**config.mk**
```make
export PLATFORM = sky130hd
export DESIGN_NAME = direction_cmd_fsm
export DESIGN_NICKNAME = d
export VERILOG_FILES = /design/src/rtl/direction_cmd_fsm.sv
export SDC_FILE = /design/constraint.sdc
export NUM_CORES = 1
export LEC_CHECK = 0
export BUFFER_PORTS_ARGS = -buffer_cell sky130_fd_sc_hd__buf_2
export CAP_MARGIN = 0
export CORE_MARGIN = 2
export CORE_UTILIZATION = 42
export CTS_BUF_LIST = sky130_fd_sc_hd__clkbuf_2 sky130_fd_sc_hd__clkbuf_4 sky130_fd_sc_hd__clkbuf_8
export DETAILED_ROUTE_END_ITERATION = 10
export GPL_ROUTABILITY_DRIVEN = 1
export SLEW_MARGIN = 20
export SYNTH_ARGS = -nofsm -noshare
export SYNTH_HDL_FRONTEND = slang
export SYNTH_SLANG_ARGS = --single-unit
```
**constraint.sdc**
```tcl
create_clock -name clk -period 5.9 [get_ports clk]
set_input_delay 0.59 -clock clk [delete_from_list [all_inputs] [get_ports clk]]
set_output_delay 0.59 -clock clk [all_outputs]
set_load 0.05 [all_outputs]
```
**src/rtl/direction_cmd_fsm.sv**
```systemverilog
// Direction command stage: conditions four raw push-buttons (synchronise,
// debounce, rising-edge detect), resolves simultaneous presses by priority
// and holds the latched direction with enable high for a fixed time.
module direction_cmd_fsm #(
  parameter int unsigned DEBOUNCE_CYCLES = 50000,
  parameter int unsigned HOLD_CYCLES     = 50000000
) (
  input  logic       clk,
  input  logic       rst_n,
  input  logic [3:0] btn,
  input  logic       stop,
  output logic       enable,
  output logic [1:0] direc,
  output logic       change_pulse
);

  localparam int unsigned DW = $clog2(DEBOUNCE_CYCLES + 1);
  localparam int unsigned HW = $clog2(HOLD_CYCLES);

  localparam logic [DW-1:0] DB_LAST   = DW'(DEBOUNCE_CYCLES - 1);
  localparam logic [HW-1:0] HOLD_LAST = HW'(HOLD_CYCLES - 1);

  typedef enum logic {
    IDLE   = 1'b0,
    MOVING = 1'b1
  } state_t;

  state_t          state, state_n;
  logic [1:0]      direc_n;
  logic [HW-1:0]   hold_cnt, hold_n;
  logic            change_n;

  logic [3:0]      sync1, sync2;
  logic [3:0]      db, db_q;
  logic [DW-1:0]   dbcnt [4];
  logic [3:0]      press;
  logic            has_press;
  logic [1:0]      press_code;

  // Two-flop synchroniser for the asynchronous button inputs.
  always_ff @(posedge clk or negedge rst_n) begin
    if (!rst_n) begin
      sync1 <= '0;
      sync2 <= '0;
    end else begin
      sync1 <= btn;
      sync2 <= sync1;
    end
  end

  // Per-bit debounce: level flips once sync2 has disagreed for DEBOUNCE_CYCLES cycles.
  always_ff @(posedge clk or negedge rst_n) begin
    if (!rst_n) begin
      db <= '0;
      for (int unsigned i = 0; i < 4; i++) dbcnt[i] <= '0;
    end else begin
      for (int unsigned i = 0; i < 4; i++) begin
        if (sync2[i] != db[i]) begin
          if (dbcnt[i] == DB_LAST) begin
            db[i]    <= ~db[i];
            dbcnt[i] <= '0;
          end else begin
            dbcnt[i] <= dbcnt[i] + 1'b1;
          end
        end else begin
          dbcnt[i] <= '0;
        end
      end
    end
  end

  // Delayed debounced level for rising-edge detection.
  always_ff @(posedge clk or negedge rst_n) begin
    if (!rst_n) db_q <= '0;
    else        db_q <= db;
  end

  // Press events and priority encoding: forward > reverse > left > right.
  always_comb begin
    press      = db & ~db_q;
    has_press  = |press;
    press_code = 2'd3;
    if      (press[0]) press_code = 2'd0;
    else if (press[1]) press_code = 2'd1;
    else if (press[2]) press_code = 2'd2;
  end

  // Next-state logic: stop beats press, press beats timeout.
  always_comb begin
    state_n = state;
    direc_n = direc;
    hold_n  = hold_cnt;
    case (state)
      IDLE: begin
        if (!stop && has_press) begin
          state_n = MOVING;
          direc_n = press_code;
          hold_n  = '0;
        end
      end
      MOVING: begin
        if (stop) begin
          state_n = IDLE;
        end else if (has_press) begin
          direc_n = press_code;
          hold_n  = '0;
        end else if (hold_cnt == HOLD_LAST) begin
          state_n = IDLE;
        end else begin
          hold_n = hold_cnt + 1'b1;
        end
      end
      default: state_n = IDLE;
    endcase
    change_n = ((state_n == MOVING) != (state == MOVING)) || (direc_n != direc);
  end

  // State, latched direction, hold counter and change strobe registers.
  always_ff @(posedge clk or negedge rst_n) begin
    if (!rst_n) begin
      state        <= IDLE;
      direc        <= '0;
      hold_cnt     <= '0;
      change_pulse <= 1'b0;
    end else begin
      state        <= state_n;
      direc        <= direc_n;
      hold_cnt     <= hold_n;
      change_pulse <= change_n;
    end
  end

  assign enable = (state == MOVING);

endmodule

```
# Word level (Yosys, flattened, before mapping)
# Index checks and enable logic that the tools add are counted.
[totals]
latch_bits = 0
wordCells = 75
ramBits = 0
regBits = 110
memories = 0
rom_bits = 0
output_inout_bits = 4
[classes]
bitwise_logic = 7
n_lt_le_gt_ge = 0
n_reduce_logical = 9
multipliers = 0
n_shift = 0
n_addsub = 5
div_mod_pow = 0
eq_ne = 14
mux = 25
[ops]
columns = ["cell", "n"]
rows = [
  ["16-bit two-way mux", 8],
  ["26-bit two-way mux", 4],
  ["16-bit by 1-bit adder with 16-bit output, second input constant", 4],
  ["16-bit equality test, second input constant", 4],
  ["26-bit case mux with 2 select lines", 1],
  ["26-bit by 1-bit adder with 26-bit output, second input constant", 1],
  ["26-bit equality test, second input constant", 1],
  ["2-bit two-way mux", 5],
  ["2-bit AND reduction", 4],
  ["1-bit two-way mux", 5],
  ["1-bit != test", 5],
  ["1-bit NOT", 5],
  ["4-bit AND", 1],
  ["2-bit != test, second input constant", 2],
  ["4-bit NOT", 1],
  ["2-bit case mux with 2 select lines", 1],
  ["4-bit OR reduction", 1],
  ["3-bit != test, second input constant", 1],
  ["3-bit AND reduction", 1],
  ["2-bit != test", 1],
  ["1-bit case mux with 2 select lines", 1],
  ["1-bit logical AND", 1],
  ["1-bit zero test", 1],
  ["1-bit logical OR", 1],
]

# Depth between registers and ports, before layout
# Gate-level depths: netlist of the first run.
[logic_depth]
ltp_word = 10
mapped_depth = 9
depth_no_buf = 7

# Worst setup path before layout of the first run
# No wires, ideal clock.
[synth_timing]
kind = "flip-flop to flip-flop"
start = "reg hold_cnt[0]"
end = "reg hold_cnt[17]"
required_ns = 5.813
path_buffers = 2
setup_ns = 0.087
setup_slack_ns = 3.697
stages_incl_launch_ff = 9
arrival_ns = 2.116
path_cell_list = "dfrtp_1 > ha_1 > and4_1 > buf_6 > and4_4 > a211o_1 > buf_2 > or4_1 > o211ai_1"
[synth_via]
elab_chain_cells = 5
[synth_lines]
columns = ["item", "line_no", "text"]
rows = [
  ["start, declared", "30", "logic [HW-1:0] hold_cnt, hold_n;"],
  ["start signal, assigned", "128", "hold_cnt <= hold_n;"],
  ["26-bit by 1-bit adder with 26-bit output", "110", "hold_n = hold_cnt + 1'b1;"],
  ["26-bit two-way mux", "107", "end else if (hold_cnt == HOLD_LAST) begin"],
  ["26-bit two-way mux", "104", "end else if (has_press) begin"],
  ["26-bit two-way mux", "102", "if (stop) begin"],
  ["26-bit case mux with 2 select lines", "93", "case (state)"],
]
# Parallel ways exist; a longest one is shown, timed or not. The select of a mux whose other input is x is not followed.
# A chain may end at the register's enable or synchronous reset.

# Final worst setup path of the first run
[layout_timing]
start = "reg hold_cnt[0]"
end = "reg hold_cnt[22]"
# Same word-level chain as after synthesis.

==> flow_metrics.tcl, run 1 <==
set metrics [dict create \
    total_leakage_power_nw 2.42 \
    cts_max_level 3 \
    drt-pass1-iter-count 4 \
    critical_path_class "register to register" \
    vias 3891 \
    io_buffers 10 \
    async_reset_ff_share_pct 100 \
    hp-class "primary input to async pin" \
    min_period_ns 2.78 \
    nets 544 \
    fin_ws_ns 3.12 \
    syn_to_final_growth_pct 7.35 \
    num_rows 40 \
    required_ns 6.17 \
    wl_mm 10.2 \
    route.detailed.drc 0 \
    mostFrequentLayoutCell "dfrtp_1" \
    p_clk_share_pct 33.6 \
    gp_congestion 0.868 \
    post_cts_buffers 0 \
    synth_seq_cells 110 \
    drt_iter0_drc 197 \
    tightest_slew_ns 0.926 \
    syn_avg_cell_area_um2 10.1 \
    num-fill-cells 1166 \
    pre_cts_ws_ns 3.24 \
    finalClockSkew_ns 0.0136 \
    rsz0062_at_grt "false" \
    cap_violations 0 \
    cts_resized 0 \
    clk_path_buf_depth 2 \
    fmax_mhz 360 \
    post-route-period-util_pct 47.1 \
    worstRegToRegCells 6 \
    maxSlewViolCount 0 \
    cp-start-kind "register" \
    p_sw_w 0.000335 \
    synth_area_mm2 0.00528 \
    grt_first_pass_wirelength_mm 18.0 \
    syn_nets 537 \
    die_h_um 116 \
    antennaDiodeCount 0 \
    power_frac_seq_pct 61.8 \
    viasPerCell 5.52 \
    grt_usage_pct 16.8 \
    placed_cell_area_mm2 0.00548 \
    status "completed" \
    r2r-start "hold_cnt[0]" \
    worst-path-max-fanout 13 \
    clkTransAtPathRegs_ns 0.11 \
    cts_tree "built" \
    ys_seq_area_share_pct 52.1 \
    grt_overflow 0 \
    hold_violations 0 \
    arrival_ns 3.04 \
    tns_ns 0 \
    ys.flop_type "dfrtp_1" \
    setup_viol 0 \
    synth_enable_flop_cells 0 \
    die_w_um 116 \
    grt_start_max_net_pins 65 \
    cts_root_buffer "clkbuf_8" \
    cts_num_sinks 110 \
    power.density_mw_per_mm2 229 \
    synth_cell_types 48 \
    relSlewSlack_pct 38.3 \
    yosys_warnings 0 \
    pwr-share-comb_pct 4.6 \
    die-area_mm2 0.0135 \
    r2r_slack_ns 3.12 \
    finish.instance_area_mm2 0.00567 \
    antenna_found_initial 0 \
    seq_area_mm2 0.00275 \
    multi_input_area_mm2 0.00241 \
    p_int_w 0.000964 \
    drive_gt1_share_pct 6.89 \
    switching_share_pct 25.8 \
    grt_pass1_vias 3744 \
    peakVddDrop_mv 0.203 \
    synth_cells 525 \
    reg2reg_to "hold_cnt[22]" \
    io_pins 11 \
    critPathCaptureType "register" \
    mostFrequentLayoutCells "dfrtp_1 (110), nor2_1 (79), nand3_1 (38), nand2_1 (36), xor2_1 (31)" \
    core_mm2 0.0122 \
    hold_buffers 0 \
    start_util_pct 43.4 \
    cts_buffers 9 \
    clk_latency_ns 0.39 \
    dpl.hpwl_mm 6.87 \
    wl_per_cell_um 14.5 \
    ant_nets 0 \
]
==> final cells by class <==
class                   count  area share, %
clock inverters             6          0.927
repair buffers             11           1.06
multi-input cells         386           42.5
inverters                  14          0.927
well taps                 168           3.71
flip-flops and latches    110           48.6
clock buffers              10           2.32
==> worst max-delay path by stage <==
stage                     cells past startpoint      endpoint        start  slack [ns]
after floorplan                               8  hold_cnt[17]  hold_cnt[0]        3.70
after global placement                        6  hold_cnt[18]  hold_cnt[0]        3.30
after detailed placement                      6  hold_cnt[23]  hold_cnt[0]        3.24
after CTS                                     6  hold_cnt[22]  hold_cnt[0]        3.19
after global routing                          6  hold_cnt[18]  hold_cnt[0]        2.98
final                                         6  hold_cnt[22]  hold_cnt[0]        3.12
==> kinds of logic after synthesis <==
logic type | count (synthesis) | share of synthesized area (%)
xor gates and xnor gates | 61 | 10.1
DFF | 110 | 52.1
and+or+nand+nor | 268 | 26.5
buffers and inverters | 29 | 2.25
adders and majority gates | 5 | 1.19
muxes | 4 | 0.853
AOI/OAI and AO/OA | 48 | 6.92
==> synth_stat cells, drive strengths merged, types with 2 or more instances <==
cell / n / area (µm²)
a211o: 6 / 52.6
a21oi: 4 / 20.0
a221o: 3 / 30.0
a2bb2oi: 2 / 17.5
a31oi: 3 / 18.8
and2: 5 / 31.3
and3: 21 / 131
and4: 16 / 143
buf: 4 / 25.0
clkbuf: 11 / 41.3
dfrtp: 110 / 2750
ha: 5 / 62.6
inv: 14 / 52.6
mux2: 4 / 45.0
nand2: 37 / 141
nand2b: 4 / 25.0
nand3: 38 / 190
nand4: 25 / 156
nor2: 80 / 303
nor2b: 2 / 12.5
nor3: 14 / 70.1
nor4: 9 / 62.6
nor4b: 8 / 70.1
o211ai: 8 / 60.1
o21ai: 6 / 30.0
o311ai: 4 / 35.0
o31ai: 5 / 37.5
or3: 2 / 12.5
or4: 5 / 37.5
xnor2: 30 / 263
xor2: 31 / 272
==> worst max-delay path: stages (launching register included) <==
cell,delay (ns)
dfrtp_1,0.44
ha_1,0.24
and4_1,0.29
and4_4,0.22
a211oi_2,0.75
nand2_2,0.33
o311ai_1,0.39
==> metal layers <==
| layer | vias to the layer above | GRT usage, % | wire [µm] |
|---|---|---|---|
| met1 | 1933 | 23.1 | 4760 |
| met4 | 0 | 4.60 | 117 |
| met3 | 9 | 5.24 | 499 |
| met2 | 57 | 26.0 | 4830 |
| li1 | 1892 | - | - |
| met5 | - | 0 | 0 |
==> power groups by stage <==
| stage | combinational, W | sequential (W) | clock [W] |
|---|---|---|---|
| floorplan | 0.0000335 | 0.000812 | 0 |
| global placement | 0.0000603 | 0.000816 | 0 |
| detailed placement | 0.0000616 | 0.000818 | 0 |
| CTS | 0.0000622 | 0.000803 | 0.000461 |
| global route | 0.0000703 | 0.000808 | 0.000485 |
| finish | 0.0000598 | 0.000803 | 0.000436 |
==> metrics by stage <==
stage,instances,utilization (%),hold slack [ns],total power [W]
6_report,705,46.6,0.288,0.00130
3_5_place_dp,689,45.1,0.340,0.000879
3_3_place_gp,689,45.1,0.332,0.000877
4_1_cts,705,46.6,0.274,0.00133
5_1_grt,705,46.6,0.279,0.00136
2_1_floorplan,525,-,0.294,0.000846
==> flip-flops by register name (all words and copies together) (netlist names) <==
signal and flops:
enable 1, change_pulse 1, db_q 4, db 4
dbcnt 64, sync1 4, hold_cnt 26, sync2 4
direc 2
(Power assumes the default switching activity.)
==> inputs of run 2 (changes only) <==
ABC_AREA = 1   (was default)
clock period = 2.4 ns   (was 5.9 ns; I/O delays follow)
==> flow_metrics.tcl, run 2 <==
set metrics [dict create \
    hold_violations 0 \
    ant_nets 0 \
    antenna_found_initial 0 \
    clkTransAtPathRegs_ns 0.11 \
    grt_pass1_vias 4796 \
    die_w_um 124 \
    cts_num_sinks 110 \
    power_frac_seq_pct 60.7 \
    ys.flop_type "dfrtp_1" \
    synth_top_area_share_pct 45.7 \
    wl_per_cell_um 12.1 \
    grt_first_pass_wirelength_mm 21.6 \
    arrival_ns 2.16 \
    post_cts_buffers 0 \
    worst-path-max-fanout 16 \
    viasPerCell 5.01 \
    relSlewSlack_pct 70.3 \
    rsz0062_at_grt "false" \
    clk_latency_ns 0.39 \
    critical_path_class "register to register" \
    status "completed" \
    synth_seq_cells 110 \
    yosys_warnings 0 \
    tightest_slew_ns 0.446 \
    largestRegisters "dbcnt x64, hold_cnt x26" \
    pwr-share-comb_pct 3.9 \
    cts_max_level 3 \
    cts_buffers 9 \
    core_mm2 0.0139 \
    p_sw_w 0.000784 \
    clk_path_buf_depth 2 \
    yosys.area.top_type "dfrtp_1" \
    p_int_w 0.00234 \
    total_leakage_power_nw 2.79 \
    nets 824 \
    power.density_mw_per_mm2 477 \
    required_ns 2.71 \
    cp-start-kind "register" \
    ys_seq_area_share_pct 45.7 \
    io_buffers 10 \
    die-area_mm2 0.0153 \
    syn_avg_cell_area_um2 7.64 \
    top_usage_layer "met2" \
    grt_overflow 0 \
    tns_ns 0 \
    hp-class "primary input to register" \
    num_rows 43 \
    cts_tree "built" \
    antennaDiodeCount 0 \
    fmax_mhz 541 \
    peakVddDrop_mv 0.285 \
    cts_root_buffer "clkbuf_8" \
    io_pins 11 \
    met3_usage_pct 2.75 \
    mostFrequentLayoutCell "nand2_1" \
    post-route-period-util_pct 77.0 \
    layout.cells.non_filler 997 \
    async_reset_ff_share_pct 100 \
    gp_congestion 0.925 \
    min_period_ns 1.85 \
    drive_gt1_share_pct 8.94 \
    cpMostUsedCell "nand2_1" \
    setup_viol 0 \
    grt_util_met1_pct 24.0 \
    p_clk_share_pct 35.4 \
    vias 4992 \
    finalClockSkew_ns 0.00428 \
    fin_util_pct 46.9 \
    synth_area_mm2 0.00603 \
    dpl.hpwl_mm 8.81 \
    mostFrequentLayoutCells "nand2_1 (211), nor2_1 (121), dfrtp_1 (110), inv_1 (101), nand3_1 (40)" \
    cts_resized 0 \
    cap_violations 0 \
    drt-pass1-iter-count 5 \
    syn_nets 801 \
    cpPeakStageDelay_ns 0.44 \
    placedCellCount 976 \
    drt_iter0_drc 241 \
    grt_usage_pct 17.7 \
    synth_cell_types 39 \
    die_h_um 124 \
    route.detailed.drc 0 \
    syn_to_final_growth_pct 8.42 \
    switching_share_pct 25.1 \
    synth_commonest_cells "nand2_1 (211), nor2_1 (121), dfrtp_1 (110), inv_1 (101), nand3_1 (40)" \
    top_register "dbcnt" \
    synthTopCellsByArea "dfrtp_1 (46%), nand2_1 (13%), nor2_1 (7.5%)" \
    yosysMostFrequentCell "nand2_1" \
    maxSlewViolCount 0 \
    synth_cells 789 \
    grt_start_max_net_pins 45 \
    largest_reg_flops 64 \
    p_total_w 0.00312 \
    wl_mm 12.1 \
    grtUsageMet2_pct 28.0 \
    start_util_pct 43.3 \
    crit_path_top_delay_cell "dfrtp_1" \
    synth_enable_flop_cells 0 \
    crit_chain "ha_1, nand3_2, inv_2, nand2_1, nor2_1, nand2_1, nand4_4, buf_12, o21ai_0" \
    critPathCaptureType "register" \
]
[run 2: power groups by stage]
stage / Combinational [W] / Clock, W / Sequential (W)
finish: 0.000123 / 0.00110 / 0.00189
global route: 0.000146 / 0.00122 / 0.00190
CTS: 0.000129 / 0.00115 / 0.00189
detailed placement: 0.000122 / 0 / 0.00193
global placement: 0.000118 / 0 / 0.00193
floorplan: 0.0000484 / 0 / 0.00193
[run 2: worst max-delay path, delay by kind of cell (launching register included)]
family                     cells  cell delay, ns
adders and majority gates      1            0.26
DFF                            1            0.44
buffers and inverters          2            0.33
and+or+nand+nor                5            0.57
AOI/OAI and AO/OA              1            0.15
[run 2: kinds of logic (layout without fill, tap and decap cells)]
logic type	Yosys count	in the layout	share of synthesized area, %
simple gates	463	463	33.8
flops	110	110	45.7
fa+ha+maj	5	5	1.04
buf+inv	111	139	7.59
compound gates	67	67	7.08
xor+xnor	33	33	4.79
[run 2: through the flow]
stage                     hold WS, ns  setup WS [ns]  instance area [µm²]
after CTS                       0.141          0.540                 6540
final                           0.158          0.552                 6540
after global placement         0.0845          0.622                 6300
after global routing            0.162          0.428                 6540
after floorplan               -0.0556          0.882                 6030
after detailed placement       0.0850          0.551                 6300
[run 2: final timing paths]
check	start	end	slack, ns	cells past startpoint
setup / recovery	hold_cnt[0]	hold_cnt[0]	0.55	9
hold / removal	stop	direc[1]	0.16	3
setup reg to reg	hold_cnt[0]	hold_cnt[0]	0.55	9
hold reg to reg	sync1[0]	sync2[0]	0.36	0
max in group asynchronous	rst_n	dbcnt[9]	1.52	3
min in group asynchronous	rst_n	dbcnt[22]	0.21	2
[run 2: timing repair]
item,in CTS,in global routing
endpoints found under the hold margin,78,0
setup endpoints to repair,0,0
hold buffers,5,0
[run 2: layout make-up]
type	count	area [µm²]
Timing Repair Buffer	20	165
Tap cell	180	225
Clock inverter	6	51.3
Fill cell	1383	7400
Multi-Input combinational cell	568	2820
Inverter	103	387
Sequential cell	110	2750
Clock buffer	10	138
[run 2: layer usage]
metal | up-vias | part of all wire, %
met4 | 0 | 2.5
met2 | 86 | 46
met3 | 24 | 2.7
met1 | 2339 | 49
li1 | 2543 | -
met5 | - | 0
